$ cat src/rtl/serial_adder_if.sv
// serial_adder_if: request/response bundle for the bit-serial adder.
//   start, a, b  : request from master (sub too when SERIAL_ADDER_SUB_EN is defined)
//   busy, done   : status back to master
//   sum, cout    : held result of the last completed operation
// Parameter WIDTH must match the attached serial_adder instance.
interface serial_adder_if #(
    parameter int unsigned WIDTH = 8
);
    logic             start;
    logic [WIDTH-1:0] a;
    logic [WIDTH-1:0] b;
`ifdef SERIAL_ADDER_SUB_EN
    logic             sub;
`endif
    logic             busy;
    logic             done;
    logic [WIDTH-1:0] sum;
    logic             cout;

`ifdef SERIAL_ADDER_SUB_EN
    modport master (output start, a, b, sub, input busy, done, sum, cout);
    modport slave  (input start, a, b, sub, output busy, done, sum, cout);
`else
    modport master (output start, a, b, input busy, done, sum, cout);
    modport slave  (input start, a, b, output busy, done, sum, cout);
`endif
endinterface

$ cat src/rtl/serial_adder.sv
// serial_adder: bit-serial WIDTH-bit adder using one full-add cell and a carry flop.
// One operation takes WIDTH RUN cycles plus one DONE cycle; result holds until
// the next completion.
//   clk  : rising-edge clock
//   rst  : asynchronous active-high reset
//   bus  : serial_adder_if.slave (start/a/b in, busy/done/sum/cout out)
// Optional feature macro SERIAL_ADDER_SUB_EN: adds bus.sub; sub=1 computes a-b
// mod 2^WIDTH with cout reporting borrow.
module serial_adder #(
    parameter int unsigned WIDTH = 8
) (
    input  logic            clk,
    input  logic            rst,
    serial_adder_if.slave   bus
);
    localparam int unsigned CW = (WIDTH > 1) ? $clog2(WIDTH) : 1;

    localparam logic [1:0] IDLE = 2'd0;
    localparam logic [1:0] RUN  = 2'd1;
    localparam logic [1:0] DONE = 2'd2;

    logic [1:0]       state;
    logic [1:0]       state_nxt;
    logic [WIDTH-1:0] a_sr;
    logic [WIDTH-1:0] b_sr;
    logic [WIDTH-1:0] res_sr;
    logic [WIDTH-1:0] sum_q;
    logic [CW-1:0]    cnt;
    logic             carry;
    logic             cout_q;
    logic             busy_q;
    logic             done_q;

    logic             bit_c;
    logic             carry_c;
    logic             last_c;
    logic [WIDTH-1:0] b_load_c;
    logic             cin_c;
    logic             cout_fin_c;

`ifdef SERIAL_ADDER_SUB_EN
    logic             sub_q;
`endif

    // Full-add cell on the current LSBs
    always_comb begin
        bit_c   = a_sr[0] ^ b_sr[0] ^ carry;
        carry_c = (a_sr[0] & b_sr[0]) | (carry & (a_sr[0] ^ b_sr[0]));
        last_c  = (cnt == CW'(WIDTH - 1));
    end

    // Load values and final carry interpretation (subtract = add ~b + 1, borrow = ~carry)
    always_comb begin
`ifdef SERIAL_ADDER_SUB_EN
        b_load_c   = bus.sub ? ~bus.b : bus.b;
        cin_c      = bus.sub;
        cout_fin_c = sub_q ? ~carry_c : carry_c;
`else
        b_load_c   = bus.b;
        cin_c      = 1'b0;
        cout_fin_c = carry_c;
`endif
    end

    // Next-state logic
    always_comb begin
        state_nxt = state;
        case (state)
            IDLE:    if (bus.start) state_nxt = RUN;
            RUN:     if (last_c)    state_nxt = DONE;
            DONE:                   state_nxt = IDLE;
            default:                state_nxt = IDLE;
        endcase
    end

    // State register and registered status outputs
    always_ff @(posedge clk or posedge rst) begin
        if (rst) begin
            state  <= IDLE;
            busy_q <= 1'b0;
            done_q <= 1'b0;
        end else begin
            state  <= state_nxt;
            busy_q <= (state_nxt == RUN);
            done_q <= (state_nxt == DONE);
        end
    end

    // Serial datapath: load on accept, one bit per RUN cycle, publish on the last bit
    always_ff @(posedge clk or posedge rst) begin
        if (rst) begin
            a_sr   <= '0;
            b_sr   <= '0;
            res_sr <= '0;
            carry  <= 1'b0;
            cnt    <= '0;
            sum_q  <= '0;
            cout_q <= 1'b0;
`ifdef SERIAL_ADDER_SUB_EN
            sub_q  <= 1'b0;
`endif
        end else begin
            if (state == IDLE && bus.start) begin
                a_sr  <= bus.a;
                b_sr  <= b_load_c;
                carry <= cin_c;
                cnt   <= '0;
`ifdef SERIAL_ADDER_SUB_EN
                sub_q <= bus.sub;
`endif
            end else if (state == RUN) begin
                a_sr   <= {1'b0, a_sr[WIDTH-1:1]};
                b_sr   <= {1'b0, b_sr[WIDTH-1:1]};
                res_sr <= {bit_c, res_sr[WIDTH-1:1]};
                carry  <= carry_c;
                cnt    <= cnt + CW'(1);
                if (last_c) begin
                    sum_q  <= {bit_c, res_sr[WIDTH-1:1]};
                    cout_q <= cout_fin_c;
                end
            end
        end
    end

    assign bus.busy = busy_q;
    assign bus.done = done_q;
    assign bus.sum  = sum_q;
    assign bus.cout = cout_q;
endmodule

$ cat src/flat_wrapper.sv
// flat-port wrapper written by rule: the top's interface ports become plain ports
module serial_adder_flat 
#(
    parameter int unsigned WIDTH = 8
)
  (clk, rst, bus_start, bus_a, bus_b, bus_busy, bus_done, bus_sum, bus_cout);
  serial_adder_if #(.WIDTH(WIDTH)) bus_i ();
  input  logic clk;
  input  logic rst;
  input wire logic [$bits(bus_i.start)-1:0] bus_start;
  input wire logic [$bits(bus_i.a)-1:0] bus_a;
  input wire logic [$bits(bus_i.b)-1:0] bus_b;
  output wire logic [$bits(bus_i.busy)-1:0] bus_busy;
  output wire logic [$bits(bus_i.done)-1:0] bus_done;
  output wire logic [$bits(bus_i.sum)-1:0] bus_sum;
  output wire logic [$bits(bus_i.cout)-1:0] bus_cout;
  assign bus_i.start = bus_start;
  assign bus_i.a = bus_a;
  assign bus_i.b = bus_b;
  assign bus_busy = bus_i.busy;
  assign bus_done = bus_i.done;
  assign bus_sum = bus_i.sum;
  assign bus_cout = bus_i.cout;
  serial_adder #(.WIDTH(WIDTH)) u_core (.clk(clk), .rst(rst), .bus(bus_i));
endmodule
$ cat config.mk
export PLATFORM = sky130hd
export DESIGN_NAME = serial_adder_flat
export DESIGN_NICKNAME = d
export VERILOG_FILES = /design/src/rtl/serial_adder_if.sv /design/src/rtl/serial_adder.sv /design/src/flat_wrapper.sv
export SDC_FILE = /design/constraint.sdc
export NUM_CORES = 1
export LEC_CHECK = 0
export ABC_AREA = 0
export BUFFER_PORTS_ARGS = -buffer_cell sky130_fd_sc_hd__buf_2
export CORE_UTILIZATION = 46
export CTS_CLUSTER_DIAMETER = 120
export DETAILED_ROUTE_END_ITERATION = 10
export PLACE_DENSITY_LB_ADDON = 0.05
export SLEW_MARGIN = 20
export SYNTH_ARGS = -nofsm -noshare
export SYNTH_HDL_FRONTEND = slang
export SYNTH_SLANG_ARGS = --single-unit
$ cat constraint.sdc
create_clock -name clk -period 1.9 [get_ports clk]
set_input_delay 0.19 -clock clk [delete_from_list [all_inputs] [get_ports clk]]
set_output_delay 0.19 -clock clk [all_outputs]
set_load 0.005 [all_outputs]
==> results by group <==
STA
  • Worst slew pin tran: 1.059 ns
  • Crit share post-route: 83.39%
  • Slew headroom: 29.33%
  • Max Clock Skew: 0.006849 ns
  • Worst hold margin: 0.001184 ns
  • Endpoints failing setup: 0
  • Final hold violation count: 0
  • Final Max Tran Viols: 0
  • Worst Slack Setup Final: 0.3156 ns
  • Achievable Freq: 0.6312 GHz
  • Min cycle time layout: 1.584 ns
  • Final setup TNS: 0 ns
  • RSZ-0062 raised after global routing: false

Floorplanning
  • # IOs: 30
  • Die width: 68.10 um
  • Placeable Area: 4086 um2
  • Initial core utilization: between 40% and 50%
  • Die ar.: 4637 um2
  • Rows: 23
  • Chip height: between 60 and 70 um

Clock network
  • CTS Buffer Depth: 2
  • CTS tree: built
  • Clk sink count: 40
  • Post-cts sizing count: 0
  • Hold_buf cts: 0
  • Clock Latency Late Sink: around 0.29 ns
  • Setup Buffers After CTS: 0
  • Reg clk slew, reported paths: 0.08 ns
  • Clock root buffer: clkbuf_8
  • CTS HTree Levels: 2
  • Clock buffer count from CTS: 5

Logic synthesis
  • Net Count, Synth: 166
  • Synth top area cells: dfrtp_1 (50%), mux2_4 (10%), nor4b_2 (7.5%)
  • Syn_area_per_cell: 13.95 um2
  • Cell area after synthesis: 2009 um2
  • Sequential share of the synthesized area: 49.81%
  • Top cells by count, synth: dfrtp_1 (40), inv_1 (17), nor3b_1 (15)
  • Cell taking the most area after synthesis: dfrtp_1
  • Synth unique cells: 24
  • Post-synth top area share: 49.81%
  • EDFF count, synth: 0
  • Total number of yosys warnings: 0
  • Async set or reset register ratio after synthesis: 100.0%
  • Dominant synthesized flop cell: dfrtp_1
  • Mapped Cells: between 100 and 150
  • Yosys reg bits: 40
  • Most frequent cell after synthesis: dfrtp_1

Critical path
  • Worst-path fanout max: 20
  • WS Path Type: flip-flop to flip-flop
  • Worst R2R Path Depth: 2
  • CP startpoint: u_core.state[0]
  • CP arrival: between 1.5 and 2 ns
  • Worst flop-to-flop path endpoint: u_core.cnt[0]
  • Setup crit end kind: flip-flop
  • Worst Path Required: 2.13 ns
  • Critical Path Start Type: flip-flop
  • Critical R2R Launch: u_core.state[0]
  • Setup slack, reg-to-reg: 0.32 ns

Global route
  • Vias in the first global route: 1183
  • First-pass GRT wire length: roughly 5400 um
  • Largest net degree at the start of global routing: 41
  • Initial antenna violation count: 0
  • Gr usage total: between 10% and 20%
  • GRT overflow: 0

Cells and area
  • Final Cell Area: 2257 um2
  • P&R area growth vs syn: 12.33%
  • Nets: 195
  • Antenna fix cells: 0
  • Fill count: approximately 360
  • Fraction of layout instances using a drive strength above 1: 45.98%

Detailed routing
  • Final ANT Viol Nets: 0
  • Iteration-0 DRC Markers: 37
  • Wirelength per Cell: 14.71 um
  • DRT Pass-1 Iters: 4
  • Vias: 1196
  • Final wirelength: 3294 um
  • DRC: 0
  • Vias per cell: 5.339

Status
  • Status: finished clean

Power
  • Leakage: 0.001074 uW
  • VDD IR max: 0.4838 mV
  • Power per cell area: about 1600 nW/um2

Placed design
  • Number of I/O port buffers: 29
  • Placed Area: 2165 um2
  • Post-DP HPWL: 2141 um
  • Dpl ws: 0.2663 ns
  • RD Place Congestion: 0.6354

Job
  • Max_cap viols: 0

Worst hold path
  • Hold crit path type: input port to async pin
==> flip-flops by register name, indices dropped and copies added, names as in the netlist <==
signal,count
u_core.bus.busy,1
u_core.res_sr,7
u_core.state,2
u_core.carry,1
u_core.cnt,3
u_core.b_sr,8
u_core.a_sr,8
u_core.bus.sum,8
u_core.bus.done,1
u_core.bus.cout,1
==> layout make-up <==
class	instances	area, um2	area share [%]
clock inverter	2	10.01	0.4435
tap	50	62.56	2.772
clock buffer	6	82.58	3.659
sequential	40	1001	44.35
multi-input combinational	75	854.6	37.86
timing repair buffer	34	182.7	8.093
inverter	17	63.81	2.827
==> kinds of logic (layout without fill, tap and decap cells) <==
logic type | count (synthesis) | after routing | share of synthesized area, %
AND/OR/NAND/NOR | 33 | 33 | 17.19
multiplexers | 17 | 17 | 12.14
AO/OA/AOI/OAI | 22 | 22 | 10.77
adder cells (fa/ha/maj) | 3 | 3 | 2.241
flip-flops | 40 | 40 | 49.81
buffers and inverters | 29 | 59 | 7.845
==> worst max-delay path, cell delays in order (launching register included) <==
cell and delay [ns]:
dfrtp_1 0.40, o21bai_2 0.82, mux2_2 0.30
==> cells in the final DEF, fill, tap and decap left out, types with 4 or more instances in the layout <==
master	instances
dfrtp_1	40
nor3b_1	15
nor4b_1	4
buf_4	5
a211oi_2	10
clkbuf_8	6
buf_2	29
nor4b_2	10
a211oi_1	4
mux2_4	14
a22o_1	5
inv_1	17
==> metrics by stage <==
step / instances / util, % / total power (uW)
2_1_floorplan: 144 / - / 2742
3_3_place_gp: 216 / 52.97 / 2948
3_5_place_dp: 216 / 52.97 / 3023
4_1_cts: 224 / 55.24 / 3610
5_1_grt: 224 / 55.24 / 3838
6_report: 224 / 55.24 / 3557
==> metal layers <==
metal	routed length, um	GRT usage, %	up-vias
met4	46	7.031	0
met3	152	5.500	5
met5	0	0	-
met1	1573	19.54	592
li1	-	-	570
met2	1522	26.23	29
==> how the worst max path moves through the flow <==
| stage | to | slack [ns] |
|---|---|---|
| floorplan | u_core.bus.cout | 0.48 |
| global placement | u_core.cnt[0] | 0.34 |
| detailed placement | u_core.a_sr[6] | 0.27 |
| CTS | u_core.cnt[0] | 0.27 |
| global route | u_core.a_sr[6] | 0.17 |
| finish | u_core.cnt[0] | 0.32 |
==> report_power, final <==
| group | switching, uW | total (uW) | internal (uW) | leakage (uW) |
|---|---|---|---|---|
| clock | 296 | 585 | 290 | 0.0000510 |
| combinational | 642 | 1480 | 834 | 0.000554 |
| sequential | 234 | 1500 | 1260 | 0.000469 |
No activity file was read; power rests on OpenSTA's default activity.
